[config.mk]
export PLATFORM = sky130hd
export DESIGN_NAME = booth_mult_seq
export DESIGN_NICKNAME = d
export VERILOG_FILES = /design/src/rtl/booth_pkg.sv /design/src/rtl/booth_addsub.sv /design/src/rtl/booth_mult_seq.sv
export SDC_FILE = /design/constraint.sdc
export NUM_CORES = 1
export LEC_CHECK = 0
export BUFFER_PORTS_ARGS = -buffer_cell sky130_fd_sc_hd__clkbuf_2
export CAP_MARGIN = 20
export CORE_MARGIN = 1
export CORE_UTILIZATION = 51
export CTS_BUF_LIST = sky130_fd_sc_hd__clkbuf_16
export DETAILED_ROUTE_END_ITERATION = 16
export PLACE_DENSITY_LB_ADDON = 0.12
export SYNTH_ARGS = -nofsm -noshare
export SYNTH_HDL_FRONTEND = slang
export SYNTH_SLANG_ARGS = --single-unit
[constraint.sdc]
create_clock -name clk -period 3.2 [get_ports clk]
set_input_delay 0.16 -clock clk [delete_from_list [all_inputs] [get_ports clk]]
set_output_delay 0.16 -clock clk [all_outputs]
set_load 0.005 [all_outputs]
[src/rtl/booth_pkg.sv]
// Shared definitions for the sequential radix-2 Booth multiplier.
package booth_pkg;

    // Controller states.
    typedef enum logic [0:0] {
        ST_IDLE = 1'b0,
        ST_RUN  = 1'b1
    } state_e;

    // Booth recode of {Q[0], Q_1}: 01 adds the multiplicand, 10 subtracts it.
    localparam logic [1:0] OP_ADD = 2'b01;
    localparam logic [1:0] OP_SUB = 2'b10;

endpackage

[src/rtl/booth_addsub.sv]
// W-bit adder/subtractor: sum = a + (sub ? ~b : b) + sub, modulo 2^W.
module booth_addsub #(
    parameter int W = 9
) (
    input  logic [W-1:0] a_i,
    input  logic [W-1:0] b_i,
    input  logic         sub_i,
    output logic [W-1:0] sum_o
);

    // Subtraction reuses the adder: invert b and inject the +1 as carry-in.
    assign sum_o = a_i + (sub_i ? ~b_i : b_i) + {{(W-1){1'b0}}, sub_i};

endmodule

[src/rtl/booth_mult_seq.sv]
// Sequential radix-2 Booth multiplier, signed or unsigned per operation.
// Operands are widened by one bit so unsigned inputs stay exact; WIDTH+1
// iterations yield a product that always fits in 2*WIDTH bits.
module booth_mult_seq
    import booth_pkg::*;
#(
    parameter int WIDTH = 8
) (
    input  logic                 clk,
    input  logic                 rst_n,
    input  logic                 start,
    input  logic                 is_signed,
    input  logic [WIDTH-1:0]     mc,
    input  logic [WIDTH-1:0]     mp,
    output logic [2*WIDTH-1:0]   prod,
    output logic                 busy,
    output logic                 done
);

    localparam int                W        = WIDTH + 1;
    localparam int                CNT_W    = $clog2(WIDTH + 2);
    localparam logic [CNT_W-1:0]  CNT_LAST = CNT_W'(WIDTH);

    state_e               state_q;
    logic [W-1:0]         a_q;
    logic [W-1:0]         q_q;
    logic [W-1:0]         m_q;
    logic                 q1_q;
    logic [CNT_W-1:0]     cnt_q;
    logic [2*WIDTH-1:0]   prod_q;
    logic                 busy_q;
    logic                 done_q;

    logic [1:0]           recode;
    logic [W-1:0]         sum;
    logic [W-1:0]         a_acc;
    logic [W-1:0]         a_d;
    logic [W-1:0]         q_d;
    logic                 q1_d;
    logic [2*WIDTH-1:0]   prod_d;

    assign recode = {q_q[0], q1_q};

    booth_addsub #(
        .W (W)
    ) u_addsub (
        .a_i   (a_q),
        .b_i   (m_q),
        .sub_i (recode == OP_SUB),
        .sum_o (sum)
    );

    // Accumulator update for this iteration: add/subtract M or keep A.
    always_comb begin
        // NOTE: assign a default first so every path drives a_acc and no latch is inferred.
        a_acc = a_q;
        if (recode == OP_ADD || recode == OP_SUB) begin
            a_acc = sum;
        end
    end

    // Arithmetic shift right of {A', Q, Q_1} by one, replicating A'[W-1].
    assign a_d    = {a_acc[W-1], a_acc[W-1:1]};
    assign q_d    = {a_acc[0], q_q[W-1:1]};
    assign q1_d   = q_q[0];
    assign prod_d = {a_d[WIDTH-2:0], q_d};

    // Controller and datapath registers: load on start, iterate in RUN, publish on the last step.
    always_ff @(posedge clk or negedge rst_n) begin
        if (!rst_n) begin
            state_q <= ST_IDLE;
            a_q     <= '0;
            q_q     <= '0;
            m_q     <= '0;
            q1_q    <= 1'b0;
            cnt_q   <= '0;
            prod_q  <= '0;
            busy_q  <= 1'b0;
            done_q  <= 1'b0;
        end else begin
            // NOTE: non-blocking assignments so every register samples pre-edge values.
            case (state_q)
                ST_IDLE: begin
                    done_q <= 1'b0;
                    if (start) begin
                        m_q     <= {is_signed & mc[WIDTH-1], mc};
                        q_q     <= {is_signed & mp[WIDTH-1], mp};
                        a_q     <= '0;
                        q1_q    <= 1'b0;
                        cnt_q   <= '0;
                        busy_q  <= 1'b1;
                        state_q <= ST_RUN;
                    end
                end
                ST_RUN: begin
                    a_q   <= a_d;
                    q_q   <= q_d;
                    q1_q  <= q1_d;
                    cnt_q <= cnt_q + 1'b1;
                    if (cnt_q == CNT_LAST) begin
                        prod_q  <= prod_d;
                        done_q  <= 1'b1;
                        busy_q  <= 1'b0;
                        state_q <= ST_IDLE;
                    end
                end
                default: state_q <= ST_IDLE;
            endcase
        end
    end

    assign prod = prod_q;
    assign busy = busy_q;
    assign done = done_q;

endmodule

After elaboration in Yosys (flattened, before gate mapping)
Cells that the tools add are included.
Operators by class
  add/subtract/negate cells: 3
  equality and inequality tests: 5
  multiplexer cells: 18
  bitwise operators: 4
  reduce and logical (&&, ||, !) cells: 4
Operators by type and width (count)
  $mux 9: 4
  $pmux 9 s2: 2
  $add 9x1->9: 1
  $add 9x9->9: 1
  $not 9->9: 1
  $pmux 1 s2: 4
  $pmux 4 s2: 1
  $mux 1: 6
  $reduce_and 2->1: 3
  $add 4x1->4 const B: 1
  $eq 4x4->1 const B: 1
  $mux 4: 1
  $and 1x1->1: 2
  $eq 2x1->1 const B: 1
  $eq 2x2->1 const B: 1
  $ne 2x1->1 const B: 1
  $ne 2x2->1 const B: 1
  $logic_or 1x1->1: 1
  $not 1->1: 1
Word-level totals
  bits in registers: 51
  input port bits: 20
  output and inout bits: 18
  logic and storage cells: 43

Longest topological paths before layout
Gate-level depths: netlist of run 1.
  depth after elaboration: 6
  mapped depth: 11
  depth with buffers taken out: 10

By module
A second synthesis of run 1 with hierarchy kept.
Second synthesis, totals
  cell total of the unflattened synthesis: 236
  area, all modules: 2641.3 sq um
By module, submodules not included
  booth_mult_seq: times used 1, cells an instance 173, area each 2152.1 sq um, seq. area each 1251.2 sq um
  booth_addsub: times used 1, cells an instance 63, area each 489.2 sq um, seq. area each 0.0 sq um

Least setup slack after synthesis of run 1
OpenSTA, ideal clock, no wires.
  path kind: register -> register
  start point: register q_q[0]
  end point: register a_q[5]
  setup time: 0.082 ns
  data arrival time: 2.360 ns
  data required time: 3.118 ns
  setup slack: 0.758 ns
  cell stages (with the launch flop): 11
  path buffers: 1
  clock period less this slack: 2.442 ns
  cell sequence: dfrtp_1 > ha_1 > buf_4 > mux2i_1 > inv_1 > fa_1 > nand3_1 > a21boi_2 > or4b_1 > a21o_1 > a31oi_1
On the way
  word-level cells in the longest chain between the ends: 6
  elaborated cells between the ends (all ways): 8
  those cells by class: add/sub: 2; eq/ne: 2; mux: 3; reduce/logical: 1
Ends and longest elaborated chain
  start, declared: RTL line booth_mult_seq.sv:26  | logic [W-1:0] q_q;
  start signal, assigned: RTL line booth_mult_seq.sv:87  | q_q <= {is_signed & mp[WIDTH-1], mp};
  start signal, assigned: RTL line booth_mult_seq.sv:97  | q_q <= q_d;
  $eq 2x2->1: RTL line booth_mult_seq.sv:49, booth_mult_seq.sv:57
  $mux 9: RTL line booth_addsub.sv:12  | assign sum_o = a_i + (sub_i ? ~b_i : b_i) + {{(W-1){1'b0}}, sub_i};
  $add 9x9->9: RTL line booth_addsub.sv:12
  $add 9x1->9: RTL line booth_addsub.sv:12
  $mux 9 *: RTL line booth_mult_seq.sv:57  | if (recode == OP_ADD || recode == OP_SUB) begin
  $pmux 9 s2 *: RTL line booth_mult_seq.sv:82  | case (state_q)
  end signal, assigned: RTL line booth_mult_seq.sv:72  | a_q <= '0;
  end signal, assigned: RTL line booth_mult_seq.sv:88  | a_q <= '0;
  end signal, assigned: RTL line booth_mult_seq.sv:96  | a_q <= a_d;
  end, declared: RTL line booth_mult_seq.sv:25  | logic [W-1:0] a_q;
Every way passes the cells marked *; elsewhere a longest branch is shown, timed or not.
A chain may end at the register's enable or synchronous reset.

Worst setup path after layout of run 1
Ends and elaborated chain as after synthesis.

==> results of run 1 <==
worst paths after layout:
| kind | cells past startpoint | start | slack, ns | to |
|---|---|---|---|---|
| max | 9 | q_q[0] | 0.45 | a_q[5] |
| min | 2 | mc[2] | 0.10 | m_q[2] |
| max reg2reg | 9 | q_q[0] | 0.45 | a_q[5] |
| min reg2reg | 2 | prod[9] | 0.47 | prod[9] |
| max in group asynchronous | 3 | rst_n | 1.99 | prod[4] |
| min in group asynchronous | 2 | rst_n | 0.45 | a_q[5] |
power by group:
group	switching, mW	internal [mW]	total, mW
Combinational	1.17	1.01	2.18
Clock	0.225	0.287	0.513
Sequential	0.263	0.956	1.22
cells in the final DEF (no fill, tap or decap), types with 5 or more instances in the layout:
master      n
nand2_1    55
clkbuf_2   37
a21oi_1     7
nor2_1     14
ha_1       10
nand3_1     7
mux2_2     11
o21ai_0    18
dfrtp_1    50
inv_1       9
clkbuf_16   5
mux2i_1    16
xor2_1      9
cell families after synthesis:
group / share of synthesized area (%)
AOI/OAI and AO/OA: 12.9
adders and majority gates: 5.50
and+or+nand+nor: 15.8
buffers and inverters: 3.27
DFF: 47.4
xor gates and xnor gates: 4.32
muxes: 10.8
metal layers:
layer	part of all wire (%)	global-route usage (%)	vias up	wire (um)
met1	48	30.9	953	2570
li1	-	-	979	-
met3	2.9	4.12	10	158
met2	48	36.4	40	2560
met5	0	0	-	0
met4	1.7	8.97	0	94
state kept, by name, summed over array words and instances, names as in the netlist:
name	count
state_q	1
cnt_q	4
m_q	9
q_q	9
q1_q	1
a_q	8
done	1
busy	1
prod	16
layout make-up:
cell class	count	area share [%]
clock buffers	5	4.13
clock inverters	3	0.537
inverters	8	0.991
multi-input cells	193	42.9
flip-flops and latches	50	41.3
well taps	67	2.77
repair buffers	42	7.43
through the flow:
stage                     cell area [um2]  worst slack [ns]  utilization, %  cells
final                                3030             0.448            62.5    368
after global routing                 3030             0.253            62.5    368
after CTS                            3030             0.453            62.5    368
after detailed placement             2880             0.476            59.4    359
after global placement               2880             0.605            59.4    359
after floorplan                      2640             0.758               -    264
critical path: cells and delay by family (launching register included):
kind | cells | cell delay, ns
adder cells (fa/ha/maj) | 2 | 0.79
AND/OR/NAND/NOR | 2 | 0.62
flip-flops | 1 | 0.40
multiplexers | 1 | 0.32
AO/OA/AOI/OAI | 3 | 0.45
buffers and inverters | 1 | 0.11
==> results.md, run 1 <==
- Hold_buf cts: 1
- DRC Markers: 0
- Post-route clock period utilization: 86.0%
- Clk sinks: 50
- Max-Cap Viols: 0
- Worst path cell trace: ha_1, mux2i_1, inv_1, fa_1, nand3_1, a21boi_2, or4b_1, a21o_1, a31oi_1
- WL final: 5380 um
- Slew Limit Fails: 0
- Port Buf Inserts: 37
- Leakage: 1.53 nW
- Top post-synthesis cells by area: dfrtp_1 (47%), nand2_1 (7.8%), mux2i_1 (6.1%)
- Top cells by count, synth: nand2_1 (55), dfrtp_1 (50), o21ai_0 (18)
- Skew final: 0.00252 ns
- Arr. time, crit path: 2.96 ns
- Final setup viols: 0
- Final-layout fill cell count: 414
- Clock Pin Slew Worst Setup and Hold Paths: 0.06 ns
- Post-synth top area cell: dfrtp_1
- Initial antenna violation count: 0
- CTS resizes: 0
- Share of layout cells above drive strength 1: 21.9%
- Slowest stage delay, CP: 0.47 ns
- Async S/R FF share, synth: 100%
- Status: finished clean
- Cell Pwr Density: 1290 nW/um2
- FF+latch count, synth: 50
- Die height: 73.9 um
- Register area: 1250 um2
- Die area: 5460 um2
- Worst-Skew Late Latency: 0.29 ns
- RD Place Congestion: 0.891
- Vias in the first global route: 1929
- Sequential-to-total area share from yosys stat: 47.4%
- Synth cell types: 46
- TritonCTS clock tree: yes
- Period minus WS final: 2.75 ns
- F_max: 363 MHz
- Total power: 3.92 mW
- Core box area: 4850 um2
- Most frequent cell after synthesis: nand2_1
- 1st-iter DRT viols: 87
- Setup bufs post-CTS: 0
- Syn Inst Count: 264
- Final hold vios: 0
- Mapped cell area: 2640 um2
- GRT Util Overall: 22.8%
- Site row count: 25
- Post-synth EDFFs: 0
- Final-stage net count: 331
- Type of the worst min-delay path: in2reg
- Max H-tree Level: 2
- Max rail drop VDD: 0.000551 V
- Synth Warn #: 0
- Slew at the pin closest to its max-slew limit: 0.866 ns
- Global-route wire length before repair: 9210 um
- Slowest stage cell on the critical path: or4b_1
- Syn nets: 295
- DRT Pass-1 Iters: 4
- Post-DRT Antenna Nets: 0
- Crit Path Max Fanout: 9
- Pin count of the biggest net entering global routing: 29
- Crit. End Element: flop
- Max Root-Sink Buffers: 2
- Slew HR: 42.1%
- Die span in x: 73.9 um
- Vias per cell: 5.39
- CTS Root Buffer Type: clkbuf_16
- Num CTS Buffers: 5
- Vias: 1982
- Post-synthesis area per instance: 9.99 um2
- Antenna Cells: 0
- Top cell type's share of synthesized area: 47.4%
- Synthesis-to-layout area growth: 14.9%
- Worst endpoint required time: 3.41 ns
- Critical path launch point type: flop
- HPWL Detailed: 3890 um
- Top_reg_cell synth: dfrtp_1
- Post-Route Setup TNS: 0 ns
- Multi-input logic area: 1300 um2
- Hold_ws: 0.103 ns
- RSZ-0062 raised after global routing: false
- Grt ovf: 0
- Ports: 38
- Initial Utilization: 54.4%
- DR WL/cell: 14.6 um
- WS Path Type: reg2reg
No activity file was read; power rests on OpenSTA's default activity.
==> run 2, diff against run 1 <==
- REMOVE_ABC_BUFFERS: default -> 1
==> run 2 against run 1 <==
  * Utilization up 0.052 points
  * Non-clock buffer count did not move
  * The run now ends with negative hold slack left
  * Design area hardly changed
  * Largest cell class unchanged
  * Sequential power barely moved
  * Highest routed layer unchanged
  * Global-route usage fell by 1.6 points
  * First-iteration DRC count up 62%
  * Die area unchanged
  * Sequential share of layout area barely moved
  * Clock skew rose by 0.0027 ns
  * Critical path type unchanged
  * Register-to-register slack is essentially flat
  * Setup slack better by 0.0042 ns
==> results.md, run 2 (synthesis results as in run 1) <==
- Worst R2R End: prod[14]
- Status: finished with violations
- RSZ-0062 raised after global routing: false
- Worst endpoint required time: 3.41 ns (about the same)
- Initial Utilization: 54.4% (unchanged)
- Worst-Skew Late Latency: 0.29 ns (about the same)
- Vias per cell: 5.32 (-1.2%)
- CTS resizes: 0 (unchanged)
- Die area: 5460 um2 (unchanged)
- Leakage: 1.53 nW (-0.13%)
- Clk sinks: 50 (unchanged)
- Crit Path Max Fanout: 9 (unchanged)
- Clock power frac: 13.3% (+0.2 points)
- Arr. time, crit path: 2.95 ns (about the same)
- Final hold vios: 24 (+24)
- RD Place Congestion: 0.801 (-10%)
- Post-DRT Antenna Nets: 0 (unchanged)
- DR WL/cell: 14.3 um (-2.0%)
- Die span in x: 73.9 um (unchanged)
- Pint: 2.26 mW (+0.23%)
- Max Root-Sink Buffers: 2 (unchanged)
- Commonest non-fill, non-tap cell in the layout: nand2_1
- Hold_ws: -0.0117 ns (-0.115 ns)
- Switching Power: 1.66 mW (-0.29%)
- Vias: 1958 (-1.2%)
- Share of layout cells above drive strength 1: 22.9% (+1.0 points)
- DRT Pass-1 Iters: 4 (unchanged)
- Highest routed metal layer: met4
- Port Buf Inserts: 37 (unchanged)
- Post-Route Setup TNS: 0 ns (unchanged)
- Critical path depth: 9 (unchanged)
- Max H-tree Level: 2 (unchanged)
- Hold_buf cts: 0 (-1)
- Slowest stage delay, CP: 0.47 ns (about the same)
- Post-route clock period utilization: 85.9% (-0.13 points)
- Final-stage net count: 331 (unchanged)
- Sw Ratio: 42.4% (-0.13 points)
- Pin count of the biggest net entering global routing: 38 (+31%)
- WL final: 5280 um (-2.0%)
- Worst R2R Start: q_q[0]
- Ports: 38 (unchanged)
- Type of the worst min-delay path: in2async
- Period minus WS final: 2.75 ns (-0.00421 ns)
- Reg2Reg Setup Slack: 0.45 ns (about the same)
- Synthesis-to-layout area growth: 15.0% (about the same)
- GRT Util Overall: 21.2% (-1.6 points)
- Max-Cap Viols: 0 (unchanged)
- Cell Pwr Density: 1290 nW/um2 (about the same)
- Most frequent cells in the layout: nand2_1 (55), dfrtp_1 (50), clkbuf_2 (37)
- Vias in the first global route: 1812 (-6.1%)
- Max reg flops: 16 (unchanged)
- Slew HR: 40.3% (-1.8 points)
- Skew final: 0.00523 ns (+0.00270 ns)
- WP buf/inv: 1 (unchanged)
- Initial antenna violation count: 0 (unchanged)
- DRC Markers: 0 (unchanged)
- Reg2reg path depth: 9 (unchanged)
- Clock Pin Slew Worst Setup and Hold Paths: 0.06 ns (about the same)
- Grt ovf: 0 (unchanged)
- Met3 Wirelength: 142 um (-10%)
- Crit. End Element: flop
- Failing checks: negative hold slack
- Post-layout util: 62.6% (about the same)
- Max rail drop VDD: 0.000610 V (+11%)
- CTS Root Buffer Type: clkbuf_16
- Setup bufs post-CTS: 0 (unchanged)
- Num CTS Buffers: 5 (unchanged)
- Global-route wire length before repair: 8720 um (-5.3%)
- Worst path cell trace: ha_1, mux2i_1, inv_1, fa_1, nand3_1, a21boi_2, or4b_1, a21o_1, a31oi_1
- Site row count: 25 (unchanged)
- Gate power share: 55.9% (about the same)
- Slew Limit Fails: 0 (unchanged)
- Final setup viols: 0 (unchanged)
- HPWL Detailed: 3730 um (-4.1%)
- Register share of total power: 30.8% (-0.4 points)
- F_max: 364 MHz (+0.15%)
- Met2 routed WL: 2420 um (-5.4%)
- Core box area: 4850 um2 (unchanged)
- Die height: 73.9 um (unchanged)
- TritonCTS clock tree: yes
- 1st-iter DRT viols: 141 (+62%)
- Slew at the pin closest to its max-slew limit: 0.896 ns (+0.0299 ns)
- WS Path Type: reg2reg
- Crit-path leading delay family: adder cells
- Slowest stage cell on the critical path: or4b_1
- Critical path launch point type: flop
- Wire length on met1: 2660 um (+3.7%)
- Antenna Cells: 0 (unchanged)
==> run 2: layout make-up <==
type / count / area (um2)
Multi-Input combinational cell: 193 / 1300
Clock inverter: 3 / 21.3
Sequential cell: 50 / 1250
Tap cell: 67 / 83.8
Fill cell: 400 / 1810
Timing Repair Buffer: 42 / 223
Clock buffer: 5 / 125
Inverter: 8 / 30.0
==> run 2: per-stage QoR <==
stage | hold slack, ns | std cells | cell area, um2 | power, mW | setup slack, ns
floorplan | -0.136 | 251 | 2580 | 2.85 | 0.736
global placement | 0.336 | 359 | 2880 | 3.32 | 0.588
detailed placement | 0.335 | 359 | 2880 | 3.38 | 0.521
CTS | 0.0254 | 367 | 3030 | 3.91 | 0.495
global route | 0.0672 | 368 | 3030 | 4.27 | 0.319
finish | -0.0117 | 368 | 3030 | 3.92 | 0.452
==> run 2: worst max path at each step <==
stage	slack [ns]	to	start
2_1_floorplan	0.74	a_q[5]	q_q[0]
3_3_place_gp	0.59	prod[14]	q_q[0]
3_5_place_dp	0.52	a_q[5]	q_q[0]
4_1_cts	0.50	a_q[5]	q1_q
5_1_grt	0.32	a_q[5]	q_q[0]
6_report	0.45	prod[14]	q_q[0]
==> run 2: layer usage <==
metal,up-vias,GRT usage [%]
met4,0,7.26
met5,-,0
li1,973,-
met3,4,4.25
met2,36,31.0
met1,945,31.3
==> run 2: power groups by stage <==
stage	clock (mW)	sequential [mW]	combinational [mW]
5_1_grt	0.564	1.25	2.45
3_5_place_dp	0	1.22	2.16
6_report	0.521	1.21	2.19
3_3_place_gp	0	1.21	2.11
2_1_floorplan	0	1.19	1.66
4_1_cts	0.534	1.21	2.17
==> run 3, diff against run 2 <==
- PLACE_DENSITY: default -> 0.72
- PLACE_DENSITY_LB_ADDON: 0.12 -> default
==> run 3 against run 2 <==
  * The flow still finishes with violations (negative hold slack)
  * Register-to-register slack improved by 0.03 ns
  * Combinational power about the same
  * Sequential share of layout area about the same
  * Cell count unchanged
  * Utilization about the same
  * Sequential power about the same
  * Die area unchanged
  * Critical path type unchanged
  * Largest cell class unchanged
==> results.md, run 3 (synthesis results as in run 1) <==
- Status: finished with violations
- Failing checks: negative hold slack
- Arr. time, crit path: 2.93 ns (-0.02 ns)
- Worst-Skew Late Latency: 0.29 ns (about the same)
- Final hold vios: 5 (-79%)
- Post-Route Setup TNS: 0 ns (unchanged)
- Grt ovf: 0 (unchanged)
- Slew at the pin closest to its max-slew limit: 0.918 ns (+0.0226 ns)
- Worst endpoint required time: 3.41 ns (about the same)
- DRT Pass-1 Iters: 4 (unchanged)
- Slew HR: 38.8% (-1.5 points)
- Core box area: 4850 um2 (unchanged)
- GRT Util Overall: 22.5% (+1.3 points)
- Final-layout fill cell count: 420 (+5.0%)
- TritonCTS clock tree: yes
- WS Path Type: reg2reg
- CTS Root Buffer Type: clkbuf_16
- Period minus WS final: 2.72 ns (-0.0267 ns)
- Register area: 1250 um2 (unchanged)
- CP startpoint: q_q[0]
- Clock Pin Slew Worst Setup and Hold Paths: 0.07 ns (about the same)
- HPWL Detailed: 3870 um (+3.6%)
- Setup bufs post-CTS: 0 (unchanged)
- Layout Cells excl Fill: 368 (unchanged)
- DR WL/cell: 14.4 um (+0.36%)
- Pin count of the biggest net entering global routing: 37 (-2.6%)
- Leakage: 1.53 nW (-0.20%)
- Synthesis-to-layout area growth: 15.0% (about the same)
- Hold_ws: -0.0103 ns (+0.00141 ns)
- Initial Utilization: 54.4% (unchanged)
- Skew final: 0.00761 ns (+0.00238 ns)
- Pint: 2.26 mW (+0.28%)
- Cell Pwr Density: 1290 nW/um2 (+0.18%)
- Max Root-Sink Buffers: 2 (unchanged)
- Die span in x: 73.9 um (unchanged)
- Sw Ratio: 42.3% (-0.084 points)
- Final setup viols: 0 (unchanged)
- F_max: 367 MHz (+0.98%)
- Share of layout cells above drive strength 1: 22.6% (-0.33 points)
- Multi-input logic area: 1300 um2 (unchanged)
- Worst path cell trace: ha_1, mux2i_1, inv_1, fa_1, nand3_1, a21boi_2, or4b_1, a21o_1, a31oi_1
- Antenna Cells: 0 (unchanged)
- Slowest stage cell on the critical path: or4b_1
- Clock power frac: 13.4% (about the same)
- Clk sinks: 50 (unchanged)
- Post-DRT Antenna Nets: 0 (unchanged)
- Num CTS Buffers: 5 (unchanged)
- Design area: 3030 um2 (about the same)
- Initial antenna violation count: 0 (unchanged)
- Commonest non-fill, non-tap cell in the layout: nand2_1
- Hold_buf cts: 0 (unchanged)
- Vias in the first global route: 1914 (+5.6%)
- Die area: 5460 um2 (unchanged)
- 1st-iter DRT viols: 136 (-3.5%)
- Type of the worst min-delay path: in2async
- Final-stage net count: 331 (unchanged)
- WL final: 5300 um (+0.36%)
- Max reg flops: 16 (unchanged)
- DP Cell Count: 360 (+0.28%)
- Post-route clock period utilization: 85.0% (-0.83 points)
- Post-layout util: 62.6% (about the same)
- Post-DP Area: 2890 um2 (+0.26%)
- Switching Power: 1.66 mW (about the same)
- Crit-path leading delay family: adder cells
- Vias per cell: 5.35 (+0.61%)
- DRC Markers: 0 (unchanged)
- Max H-tree Level: 2 (unchanged)
- Critical path launch point type: flop
- Most frequent cells in the layout: nand2_1 (55), dfrtp_1 (50), clkbuf_2 (37)
- RSZ-0062 raised after global routing: false
- Die height: 73.9 um (unchanged)
- Setup WS pre-CTS: 0.521 ns (-0.000339 ns)
- Max rail drop VDD: 0.000567 V (-7.1%)
- WP buf/inv: 1 (unchanged)
- CTS resizes: 0 (unchanged)
- Crit. End Element: flop
- Setup ws final: 0.479 ns (+0.0267 ns)
- Max-Cap Viols: 0 (unchanged)
- Total power: 3.92 mW (+0.14%)
- Ports: 38 (unchanged)
- Worst R2R Start: q_q[0]
- Global-route wire length before repair: 9090 um (+4.3%)
- Gate power share: 55.8% (about the same)
- Site row count: 25 (unchanged)
- RD Place Congestion: 0.824 (+2.8%)
- Slew Limit Fails: 0 (unchanged)
- Crit Path Max Fanout: 9 (unchanged)
- Register share of total power: 30.9% (about the same)
- Vias: 1970 (+0.61%)
- Slowest stage delay, CP: 0.47 ns (about the same)
- Port Buf Inserts: 37 (unchanged)
## run 3: worst paths after layout
path                             to  cells past startpoint  slack [ns]
setup / recovery             a_q[5]                      9        0.48
hold / removal               m_q[5]                      1       -0.01
setup reg to reg             a_q[5]                      9        0.48
hold reg to reg             prod[9]                      2        0.47
max in group asynchronous  prod[12]                      2        2.46
min in group clk             m_q[6]                      2        0.10
## run 3: area by class of cell
cell class	instances	area share, %
clock inverters	3	0.660
well taps	67	2.76
inverters	8	0.990
multi-input cells	193	42.9
flip-flops and latches	50	41.3
clock buffers	5	4.13
repair buffers	42	7.34
## run 3: power groups by stage
stage	Sequential, mW	Combinational (mW)	Clock, mW
2_1_floorplan	1.19	1.66	0
3_3_place_gp	1.21	2.11	0
3_5_place_dp	1.22	2.19	0
4_1_cts	1.21	2.20	0.534
5_1_grt	1.26	2.49	0.558
6_report	1.21	2.19	0.524
## run 3: layer usage
layer	vias up	share of wire [%]	wire, um	GRT usage, %
met3	8	3.2	167	5.49
met1	946	50	2640	30.6
met4	0	1.7	89	7.91
met2	36	45	2400	34.9
met5	-	0	0	0
li1	980	-	-	-
## run 3: worst register-to-register path, cell delays in order (launching register included)
cell,delay (ns)
dfrtp_1,0.40
ha_1,0.37
mux2i_1,0.29
inv_1,0.10
fa_1,0.42
nand3_1,0.15
a21boi_2,0.09
or4b_1,0.47
a21o_1,0.21
a31oi_1,0.15
